`src/rtl/updown_counter_param.sv`:
```
// Parametrised up/down modulus counter with clamped parallel load, count enable,
// wrap or saturate at the ends, combinational terminal count and registered wrap/sat flags.
module updown_counter_param #(
    parameter int unsigned     WIDTH     = 4,
    parameter longint unsigned MODULUS   = 16,
    parameter bit              SATURATE  = 1'b0,
    parameter longint unsigned RESET_VAL = 0
) (
    input  logic             clk,
    input  logic             reset,
    input  logic             en,
    input  logic             up,
    input  logic             load,
    input  logic [WIDTH-1:0] load_val,
    output logic [WIDTH-1:0] q,
    output logic             tc,
    output logic             wrapped,
    output logic             sat
);

    // MODULUS is 64-bit so WIDTH = 32 with MODULUS = 2**32 stays representable.
    localparam logic [WIDTH-1:0] MAX = WIDTH'(MODULUS - 64'd1);
    localparam logic [WIDTH-1:0] RST = WIDTH'(RESET_VAL);

    logic [WIDTH-1:0] r_q;
    logic             r_wrapped;
    logic             r_sat;

    logic             w_at_end;
    logic [WIDTH-1:0] w_load_clamped;
    logic [WIDTH-1:0] w_step_val;
    logic [WIDTH-1:0] w_wrap_val;

    always_comb begin
        w_at_end       = up ? (r_q == MAX) : (r_q == '0);
        w_load_clamped = (load_val > MAX) ? MAX : load_val;
        w_step_val     = up ? (r_q + WIDTH'(1)) : (r_q - WIDTH'(1));
        w_wrap_val     = up ? '0 : MAX;
    end

    always_ff @(posedge clk or negedge reset) begin
        if (!reset) begin
            r_q       <= RST;
            r_wrapped <= 1'b0;
            r_sat     <= 1'b0;
        end else if (load) begin
            r_q       <= w_load_clamped;
            r_wrapped <= 1'b0;
            r_sat     <= 1'b0;
        end else if (en) begin
            if (!w_at_end) begin
                r_q       <= w_step_val;
                r_wrapped <= 1'b0;
                r_sat     <= 1'b0;
            end else if (SATURATE) begin
                r_wrapped <= 1'b0;
                r_sat     <= 1'b1;
            end else begin
                r_q       <= w_wrap_val;
                r_wrapped <= 1'b1;
                r_sat     <= 1'b0;
            end
        end else begin
            r_wrapped <= 1'b0;
        end
    end

    assign q       = r_q;
    assign wrapped = r_wrapped;
    assign sat     = r_sat;
    assign tc      = en & ~load & w_at_end;

endmodule
```
`config.mk`:
```
export PLATFORM = sky130hd
export DESIGN_NAME = updown_counter_param
export DESIGN_NICKNAME = d
export VERILOG_FILES = /design/src/rtl/updown_counter_param.sv
export SDC_FILE = /design/constraint.sdc
export NUM_CORES = 1
export LEC_CHECK = 0
export BUFFER_PORTS_ARGS = -buffer_cell sky130_fd_sc_hd__buf_2
export CORE_AREA = 2 2 39 41
export CTS_CLUSTER_DIAMETER = 200
export DETAILED_ROUTE_END_ITERATION = 10
export DIE_AREA = 0 0 41 43
export GPL_TIMING_DRIVEN = 0
export SKIP_LAST_GASP = 1
export SLEW_MARGIN = 0
export SYNTH_ARGS = -nofsm -noshare
export SYNTH_HDL_FRONTEND = slang
export SYNTH_SLANG_ARGS = --single-unit
```
`constraint.sdc`:
```
create_clock -name clk -period 3.5 [get_ports clk]
set_clock_uncertainty 0.15 [all_clocks]
set_input_delay 0.35 -clock clk [delete_from_list [all_inputs] [get_ports clk]]
set_output_delay 0.35 -clock clk [all_outputs]
set_load 0.01 [all_outputs]
```
# [Word level (Yosys, flattened, before mapping)]
# Cells that the tools add are included.
[word_totals] register_bits=6
[classes] add_sub_neg=2 magnitude_cmp=1 eq_ne=1 mux=12 bitwise_logic=3 n_reduce_logical=2
[op_table] operator="two-way mux 4 bit" count=6
[op_table] operator="two-way mux 1 bit" count=6
[op_table] operator="adder 4 x 1 -> 4 bit, second input constant" count=1
[op_table] operator="equality test 4 bit, second input constant" count=1
[op_table] operator="> comparator 4 bit, second input constant" count=1
[op_table] operator="logical NOT 4 bit" count=1
[op_table] operator="subtractor 4 x 1 -> 4 bit, second input constant" count=1
[op_table] operator="bitwise AND 1 bit" count=2
[op_table] operator="nonzero test 2 bit" count=1
[op_table] operator="inverter 1 bit" count=1

# [Depth between registers and ports, before layout]
[depth] depth_word=5 depth_mapped=6

# [Least setup slack after synthesis]
# No wires, ideal clock.
[synth_path] path_kind="register to output" from="register r_q[1] (netlist: q[1])" to="output tc" arrival_time_ps=1217 required_time_ps=3000 path_slack_ps=1783 path_stages_with_launch=4 cell_sequence="dfrtp_1 or2_4 o41ai_1 and3b_1"
[synth_via] elab_chain_cells=3
[synth_lines] element="start, declared" line_no="25" rtl="logic [WIDTH-1:0] r_q;"
[synth_lines] element="start signal, assigned" line_no="47" rtl="r_q <= w_load_clamped;"
[synth_lines] element="start signal, assigned" line_no="52" rtl="r_q <= w_step_val;"
[synth_lines] element="start signal, assigned" line_no="59" rtl="r_q <= w_wrap_val;"
[synth_lines] element="equality test 4 bit or logical NOT 4 bit (tied branches)" line_no="35" rtl="w_at_end = up ? (r_q == MAX) : (r_q == '0);"
[synth_lines] element="two-way mux 1 bit (*)" line_no="35"
[synth_lines] element="bitwise AND 1 bit (*)" line_no="71" rtl="assign tc = en & ~load & w_at_end;"
[synth_lines] element="end, declared" line_no="16" rtl="output logic tc,"
# Mark *: on every way between the ends. The rest lies on a longest branch, timed or not.

# [Final worst setup path]
[layout_path] from="register r_q[0] (netlist: q[0])" to="output tc"
# Same word-level chain as after synthesis.

==> run_results.csv <==
group,metric,value,unit
logic_synthesis,yosysWarnings,0,
final_layout,drive_above_1_share,34.48,%
final_layout,diodes,0,
global_route,antenna_found_initial,0,
clock_network,tritoncts,"built",
clock_network,cts.sinks,5,
die,die-area,1763,um^2
route,first_pass_iters,2,
setup_path,critPathLaunchType,"flip-flop",
setup_path,cp_max_fo,6,
route,first_iter_violations,2,
setup_path,cp-end-kind,"output pin",
logic_synthesis,netlist_top_cells_area,"dfrtp_1 33%, o41ai_4 7.2%, ha_1 6.5%",
die,rows,14,
job,maxCapViolations,0,
final_layout,regArea,125.1,um^2
setup_path,path_buf_inv,1,
logic_synthesis,ys_types,22,
die,die_h,43,um
global_route,grt_pass1_vias,356,
status,status,"complete, no violations",
placed_design,gp_congestion,0.7365,
sta,tns,0,ns
logic_synthesis,yosys-top-cells-count,"5 x dfrtp_1, 4 x nand2_1",
sta,layout_min_cycle_time,2.120,ns
die,ioPinCount,16,
route,wirelength,798,um
sta,fmax,471.8,MHz
clock_network,worstSkewPairLatency,0.24,ns
global_route,grtUsageMet1,14.33,%
setup_path,cpPeakStageDelay,0.45,ns
setup_path,rrSetupSlack,1.82,ns
route,vias,349,
clock_network,cts_root_buf,"clkbuf_4",
logic_synthesis,synth_edf_count,0,
die,core_area,1384,um^2
global_route,grt_use_met3,6.283,%
placed_design,place_inst,69,
global_route,grt_overflow,0,
sta,setup_viol,0,
global_route,grt_max_degree,11,
clock_network,h-tree-depth,1,
global_route,top_usage_layer,"met2",
sta,post-route-period-util,60.56,%
logic_synthesis,syn_area_per_cell,9.572,um^2
setup_path,path_delay_family,"simple AND/OR/NAND/NOR gates",
logic_synthesis,ys_seq_elements,5,
power,power.density,407.0,nW/um^2
logic_synthesis,synthCells,40,
clock_network,cts_buffers,3,
sta,hold_viol_final,0,
route,vias_per_cell,4.716,
logic_synthesis,yosysTopAreaCellShare,32.68,%
power,cellLeakagePower,0.0002567,uW
logic_synthesis,synth.most_common_cell,"dfrtp_1",
global_route,grt_pass1_wl,1.455,mm
route,route.detailed.drc,0,
final_layout,nFillCells,157,
final_layout,area_growth,31.70,%
min_path,hold_path_class,"in -> reg",
sta,hold_ws,0.1666,ns
setup_path,slowest_stage,"dfrtp_1",
final_layout,final_cells,74,
global_route,grt_usage,12.20,%
setup_path,worstSetupPathType,"reg -> out",
final_layout,fin_nets,71,
logic_synthesis,synth_area,382.9,um^2
clock_network,clockBufferDepth,2,
final_layout,multiInputGateArea,242.7,um^2
global_route,met2_usage,18.44,%
logic_synthesis,synth_seq_area_share,32.68,%
clock_network,clk_pin_slew_worst_paths,0.04,ns
setup_path,critPathArrivalTime,1.62,ns
power,peakVddDrop,0.0002039,V
logic_synthesis,yosys.area.top_type,"dfrtp_1",
logic_synthesis,async_reset_ff_share,100.0,%
setup_path,path_cells,"or2_4 -> o41ai_1 -> and3b_1 -> buf_2",
logic_synthesis,synth_flop_cell,"dfrtp_1",
sta,slew_viol_final,0,
die,die_w,41,um
die,start_util,27.67,%
placed_design,portBuffers,13,
logic_synthesis,syn-num-nets,52,
setup_path,critPathRequiredTime,3.00,ns
sta,rsz0062_at_grt,"false",
clock_network,post_cts_buffers,0,
route,postRouteAntennaNets,0,
route,post_drt_wl_per_cell,10.78,um
[final timing paths]
path	startpoint	end	depth (start not counted)
hold reg to reg	q[1]	q[1]	2
min in group asynchronous	reset	wrapped	2
hold / removal	load_val[2]	q[2]	3
setup reg to reg	q[2]	q[3]	5
max in group asynchronous	reset	q[2]	2
setup / recovery	q[0]	tc	4
[stage by stage]
| stage | power [uW] | setup WS (ns) | utilization (%) | area (um^2) |
|---|---|---|---|---|
| global placement | 137.8 | 1.631 | 33.82 | 467.9 |
| detailed placement | 139.7 | 1.630 | 33.82 | 467.9 |
| finish | 205.2 | 1.380 | 36.44 | 504.2 |
| floorplan | 117.3 | 1.783 | - | 382.9 |
| CTS | 209.1 | 1.368 | 36.44 | 504.2 |
| global route | 224.6 | 1.247 | 36.44 | 504.2 |
[logic make-up after synthesis]
family	Yosys count	share of synthesized area, %
xor gates and xnor gates	3	6.864
and+or+nand+nor	14	19.61
AOI/OAI and AO/OA	11	24.18
DFF	5	32.68
adders and majority gates	3	11.76
other	1	0.9795
buffers and inverters	3	3.920
[area by class of cell]
| class | count | area share, % |
|---|---|---|
| multi-input combinational | 32 | 48.14 |
| sequential | 5 | 24.81 |
| timing repair buffer | 14 | 14.89 |
| clock buffer | 4 | 5.211 |
| tap | 16 | 3.970 |
| buffer | 2 | 2.233 |
| inverter | 1 | 0.7444 |
[sequential cells by signal (all words and copies together), names as in the netlist]
name	count
q	4
wrapped	1
[power breakdown]
| group | switching (uW) | internal, uW |
|---|---|---|
| clock | 23.3 | 43.1 |
| sequential | 13.1 | 64.4 |
| combinational | 30.8 | 30.5 |
| total | 67.2 | 138 |
[what timing repair did]
item,CTS,global route
endpoints found under the hold margin,5,0
resized for setup,0,0
hold buffers,1,0
[routing by layer]
layer	routed length (um)	up-vias
li1	-	178
met1	352	159
met2	399	12
met3	46	0
met4	0	0
met5	0	-
[tightest hold or removal path: stages]
cell and delay [ns]:
buf_2 0.07, nand2_1 0.04, o31ai_1 0.05
[placed cells by master, fill, tap and decap left out]
cell,netlist,final
buf_2,0,13
dfrtp_1,5,5
nand2_1,4,4
nand3_1,3,3
a21oi_1,3,3
nor2_1,3,3
o31ai_1,3,3
clkbuf_4,0,3
clkbuf_1,1,2
and3b_1,2,2
xor2_1,2,2
ha_1,2,2
inv_1,1,1
or2_4,1,1
and3_2,1,1
o41ai_1,1,1
xnor2_1,1,1
o21ai_0,1,1
o41ai_4,1,1
a21o_1,1,1
a31oi_1,1,1
fa_1,1,1
buf_4,1,1
conb_1,1,1
dlygate4sd3_1,0,1
Note: power is estimated with default switching activity, not from simulation.
